===== config.mk =====
export PLATFORM = sky130hd
export DESIGN_NAME = flag_gen
export DESIGN_NICKNAME = d
export VERILOG_FILES = /design/src/rtl/flag_gen_pkg.sv /design/src/rtl/flag_calc.sv /design/src/rtl/flag_gen.sv
export SDC_FILE = /design/constraint.sdc
export NUM_CORES = 1
export LEC_CHECK = 0
export CORE_MARGIN = 5
export CORE_UTILIZATION = 52
export CTS_BUF_LIST = sky130_fd_sc_hd__clkbuf_4
export DETAILED_ROUTE_END_ITERATION = 7
export PLACE_DENSITY_LB_ADDON = 0.15
export SLEW_MARGIN = 20
export SYNTH_ARGS = -nofsm -noshare
export SYNTH_HDL_FRONTEND = slang
export SYNTH_SLANG_ARGS = --single-unit

===== constraint.sdc =====
create_clock -name CLK -period 1.8 [get_ports CLK]
set_input_delay 0.45 -clock CLK [delete_from_list [all_inputs] [get_ports CLK]]
set_output_delay 0.45 -clock CLK [all_outputs]
set_load 0.01 [all_outputs]

===== src/rtl/flag_gen_pkg.sv =====
// Shared opcode encodings and status-flag bit positions for the calculator ALU,
// flag generator and status-flag register.
package flag_gen_pkg;

    localparam int unsigned OP_W    = 3;
    localparam int unsigned FLAGS_W = 4;

    localparam logic [OP_W-1:0] OP_ADD  = 3'b000;
    localparam logic [OP_W-1:0] OP_SUB  = 3'b001;
    localparam logic [OP_W-1:0] OP_MUL  = 3'b010;
    localparam logic [OP_W-1:0] OP_DIV  = 3'b011;
    localparam logic [OP_W-1:0] OP_AND  = 3'b100;
    localparam logic [OP_W-1:0] OP_OR   = 3'b101;
    localparam logic [OP_W-1:0] OP_XOR  = 3'b110;
    localparam logic [OP_W-1:0] OP_PASS = 3'b111;

    localparam int unsigned FLG_V = 0;
    localparam int unsigned FLG_C = 1;
    localparam int unsigned FLG_N = 2;
    localparam int unsigned FLG_Z = 3;

    // Places individual flags at their register bit positions.
    function automatic logic [FLAGS_W-1:0] pack_flags(
        input logic v,
        input logic c,
        input logic n,
        input logic z
    );
        logic [FLAGS_W-1:0] f;
        f        = '0;
        f[FLG_V] = v;
        f[FLG_C] = c;
        f[FLG_N] = n;
        f[FLG_Z] = z;
        return f;
    endfunction

endpackage


===== src/rtl/flag_calc.sv =====
// Combinational OVERFLOW/CARRY/NEGATIVE/ZERO evaluation from opcode, operands
// and the ALU result.
module flag_calc
    import flag_gen_pkg::*;
#(
    parameter int unsigned W = 8
) (
    input  logic [OP_W-1:0]    i_op,
    input  logic [W-1:0]       i_a,
    input  logic [W-1:0]       i_b,
    input  logic [W-1:0]       i_r,
    input  logic [W-1:0]       i_r_hi,
    output logic [FLAGS_W-1:0] o_flags_c
);

    localparam logic [W-1:0] MIN_NEG  = {1'b1, {(W-1){1'b0}}};
    localparam logic [W-1:0] ALL_ONES = '1;

    logic w_v;
    logic w_c;
    logic w_n;
    logic w_z;
    logic w_sa;
    logic w_sb;
    logic w_sr;

    assign w_sa = i_a[W-1];
    assign w_sb = i_b[W-1];
    assign w_sr = i_r[W-1];

    always_comb begin
        w_v = 1'b0;
        w_c = 1'b0;
        w_z = (i_r == '0);
        w_n = w_sr;
        case (i_op)
            // Carry-out of A+B exists exactly when A exceeds 2^W-1-B, i.e. ~B.
            OP_ADD: begin
                w_c = (i_a > ~i_b);
                w_v = (w_sa == w_sb) && (w_sr != w_sa);
            end
            OP_SUB: begin
                w_c = (i_a < i_b);
                w_v = (w_sa != w_sb) && (w_sr != w_sa);
            end
            OP_MUL: begin
                w_v = (i_r_hi != {W{w_sr}});
                w_c = (i_r_hi != '0);
            end
            // Divide-by-zero result is meaningless, so Z/N are suppressed.
            OP_DIV: begin
                w_v = (i_b == '0) || ((i_a == MIN_NEG) && (i_b == ALL_ONES));
                if (i_b == '0) begin
                    w_z = 1'b0;
                    w_n = 1'b0;
                end
            end
            default: begin
                w_v = 1'b0;
                w_c = 1'b0;
            end
        endcase
        o_flags_c = pack_flags(w_v, w_c, w_n, w_z);
    end

endmodule


===== src/rtl/flag_gen.sv =====
// Two-stage valid/ready pipeline from the ALU to the status-flag register, with a
// sticky overflow error latch for the display.
module flag_gen
    import flag_gen_pkg::*;
#(
    parameter int unsigned W = 8
) (
    input  logic               CLK,
    input  logic               RST,
    input  logic               IN_VALID,
    output logic               IN_READY,
    input  logic [OP_W-1:0]    OP,
    input  logic [W-1:0]       A,
    input  logic [W-1:0]       B,
    input  logic [W-1:0]       R,
    input  logic [W-1:0]       R_HI,
    output logic               OUT_VALID,
    input  logic               OUT_READY,
    output logic [FLAGS_W-1:0] FLAGS_OUT,
    output logic               FLAGS_EN,
    output logic               ERR,
    input  logic               CLR_ERR
);

    logic               r_s1_v;
    logic [OP_W-1:0]    r_s1_op;
    logic [W-1:0]       r_s1_a;
    logic [W-1:0]       r_s1_b;
    logic [W-1:0]       r_s1_r;
    logic [W-1:0]       r_s1_r_hi;
    logic               r_s2_v;
    logic [FLAGS_W-1:0] r_flags;
    logic               r_err;

    logic               w_s1_adv;
    logic               w_in_ready;
    logic               w_flags_en;
    logic [FLAGS_W-1:0] w_flags;

    assign w_s1_adv   = !r_s2_v || OUT_READY;
    assign w_in_ready = !RST && (!r_s1_v || w_s1_adv);
    assign w_flags_en = r_s2_v && OUT_READY;

    flag_calc #(
        .W (W)
    ) u_calc (
        .i_op      (r_s1_op),
        .i_a       (r_s1_a),
        .i_b       (r_s1_b),
        .i_r       (r_s1_r),
        .i_r_hi    (r_s1_r_hi),
        .o_flags_c (w_flags)
    );

    // Stage 1 holds the raw bundle, stage 2 the computed flag vector.
    always_ff @(posedge CLK) begin
        if (RST) begin
            r_s1_v    <= 1'b0;
            r_s1_op   <= '0;
            r_s1_a    <= '0;
            r_s1_b    <= '0;
            r_s1_r    <= '0;
            r_s1_r_hi <= '0;
            r_s2_v    <= 1'b0;
            r_flags   <= '0;
            r_err     <= 1'b0;
        end else begin
            if (w_s1_adv) begin
                r_s2_v <= r_s1_v;
                if (r_s1_v) begin
                    r_flags <= w_flags;
                end
            end
            if (w_in_ready) begin
                r_s1_v <= IN_VALID;
                if (IN_VALID) begin
                    r_s1_op   <= OP;
                    r_s1_a    <= A;
                    r_s1_b    <= B;
                    r_s1_r    <= R;
                    r_s1_r_hi <= R_HI;
                end
            end
            // A new overflow transfer takes priority over a clear request.
            if (w_flags_en && r_flags[FLG_V]) begin
                r_err <= 1'b1;
            end else if (CLR_ERR) begin
                r_err <= 1'b0;
            end
        end
    end

    assign IN_READY  = w_in_ready;
    assign OUT_VALID = r_s2_v;
    assign FLAGS_OUT = r_flags;
    assign FLAGS_EN  = w_flags_en;
    assign ERR       = r_err;

endmodule


==> results.yml <==
status:
  status: "finished, final reports clean"
detailed_routing:
  met1_length_mm: 2.30
  wl_met3_um: 366
  drc: 0
  dr_wl_met2_mm: 2.12
  routed_wl_mm: 4.84
  drt_iter0_drc: 140
  routedWlPerCell_um: 13.5
  dr.pass1.iters: 4
  vias: 1891
  via_per_inst: 5.28
  drt.antenna.violating_nets: 0
  top_layer_used: "met4"
floorplan:
  initial_utilization_pct: 53.6
  chipHeight_um: 74.0
  dieArea_mm2: 0.00547
  die_width_um: 74.0
  num_rows: 23
  num_io_pins: 48
  core_area_mm2: 0.00397
global_routing:
  grt_pass1_wl_mm: 8.07
  grt_max_degree: 29
  first_global_vias: 1823
  grt_antenna_before_repair: 0
  grtUsageTotal_pct: 19.2
  overflow: 0
synthesis:
  avgSynthCellArea_um2: 8.38
  yosysWarnings: 0
  synthCells: 254
  synth_seq_cells: 42
  synth_edf_count: 0
  ys.flop_type: "dfxtp_1"
  ys_seq_area_share_pct: 39.5
  synth_top_area_share_pct: 39.5
  yosys-top-cells-area: "dfxtp_1 (40%), nand2_1 (12%), ha_1 (9.4%)"
  yosysUniqueCellTypes: 42
  yosysTopAreaCell: "dfxtp_1"
  synth.most_common_cell: "nand2_1"
  synth_common_cells: "nand2_1 (69), dfxtp_1 (42), nand3b_1 (26)"
  syn_nets: 310
  async_flop_share_pct: 0
  netlist_area_mm2: 0.00213
final_layout:
  n_antenna_cell: 0
  areaGrowthSynthToFinish_pct: 31.3
  layout.nets: 363
  drive_gt1_share_pct: 9.74
  instances_no_fill: 358
timing:
  layout_setup_ws_ns: 0.0585
  setup_viol: 0
  hold_violations: 0
  relSlewSlack_pct: 76.2
  worst_pin_slew_ns: 0.354
  min_period_over_period_pct: 96.7
  fmax_mhz: 574
  fin_skew_ns: 0.0142
  rsz0062_at_grt: "no"
  drv_slew: 0
  fin_crit_ns: 1.74
worst_setup_path:
  path_class: "flip-flop to output pin"
  end_kind: "output pin"
  slowest_stage: "clkdlybuf4s50_1"
  cp.required_ns: 1.35
  path_max_fanout: 2
  start_kind: "flip-flop"
  crit_buf_inv: 1
  path_cells: "clkdlybuf4s50_1"
  slowest_delay_ns: 0.55
  cp_top_family: "buffers and inverters"
  crit_arrival_ns: 1.29
clock_network:
  cts_tree: "yes"
  clkSlewWorstSetupHoldPaths_ns: 0.14
  cts_setup_buffers: 0
  cts_root_buffer: "clkbuf_4"
  clk_path_buf_depth: 2
  insertion_delay_ns: 0.36
  htreeDepth: 2
  cts_buffers: 5
  cts_sinks: 42
power_and_ir_drop:
  p_total_mw: 2.06
  leakagePower_nw: 1.23
  cellPowerDensity_mw_per_mm2: 738
  peakVddDrop_mv: 0.728
placed_design:
  gp_congestion: 0.872
  hpwl_mm: 3.51
  portBuffers: 47
  dpl_worst_slack_ns: -0.474
  place_inst: 350
worst_hold_path:
  hold_class: "flip-flop to flip-flop"
run:
  cap_viol_max_count: 0
## layer usage
metal  vias to the layer above  global-route usage [%]
met2                        68                    29.7
met4                         0                    8.25
li1                        982                       -
met1                       837                    25.2
met3                         4                    5.00
met5                         -                       0
## layout by cell type, fill, tap and decap left out, drive strengths merged, types with 2 or more instances in the layout
| cell | instances |
|---|---|
| nor2 | 9 |
| clkdlybuf4s50 | 43 |
| nor4 | 8 |
| nand2b | 3 |
| nor2b | 2 |
| buf | 12 |
| nand3b | 26 |
| a21oi | 12 |
| ha | 16 |
| nand2 | 69 |
| nor3 | 5 |
| nor3b | 2 |
| and2 | 2 |
| dlygate4sd2 | 2 |
| and3 | 2 |
| nand4 | 3 |
| nor4b | 2 |
| clkbuf | 5 |
| dfxtp | 42 |
| o31ai | 9 |
| o21ai | 2 |
| inv | 12 |
## stage by stage
stage                     setup TNS (ns)  instance area, µm²  hold slack, ns  util (%)
after floorplan                        0                2130           0.449         -
after global placement             -6.89                2710           0.456      68.3
after detailed placement           -8.27                2710           0.459      68.3
after CTS                              0                2790           0.480      70.1
after global routing                   0                2800           0.503      70.4
final                                  0                2800           0.476      70.4
## report_power, final
part	internal, mW	switching [mW]
sequential	0.994	0.0635
clock	0.295	0.327
combinational	0.213	0.168
## final timing paths
| path | from | slack (ns) | end | cells after the start |
|---|---|---|---|---|
| worst min-delay path | ERR | 0.48 | ERR | 2 |
| worst max register to register | r_s1_b[7] | 0.17 | FLAGS_OUT[0] | 7 |
| worst max-delay path | FLAGS_OUT[1] | 0.06 | FLAGS_OUT[1] | 1 |
| worst min register to register | ERR | 0.48 | ERR | 2 |
## area by class of cell
| type | count | area (µm²) |
|---|---|---|
| timing repair buffer | 58 | 586 |
| fill | 342 | 1180 |
| clock buffer | 5 | 37.5 |
| tap | 50 | 62.6 |
| multi-input combinational | 189 | 1180 |
| clock inverter | 3 | 43.8 |
| sequential | 42 | 843 |
| inverter | 11 | 41.3 |
## timing repair
item	4_1_cts	5_1_grt
hold buffers	0	0
setup endpoints to repair	2	3
resized for setup	6	4
cloned	0	0
pin swaps	1	0
## sequential cells by signal, indices dropped and copies added (netlist names)
name       cells
r_s1_r_hi      8
r_s1_op        3
ERR            1
r_s1_b         8
OUT_VALID      1
r_s1_a         8
FLAGS_OUT      4
r_s1_v         1
r_s1_r         8
## cell families after synthesis
group | synth area share, %
compound gates | 11.7
xor+xnor | 0.823
fa+ha+maj | 9.41
buf+inv | 5.23
flops | 39.5
simple gates | 33.3
(Power assumes the default switching activity.)
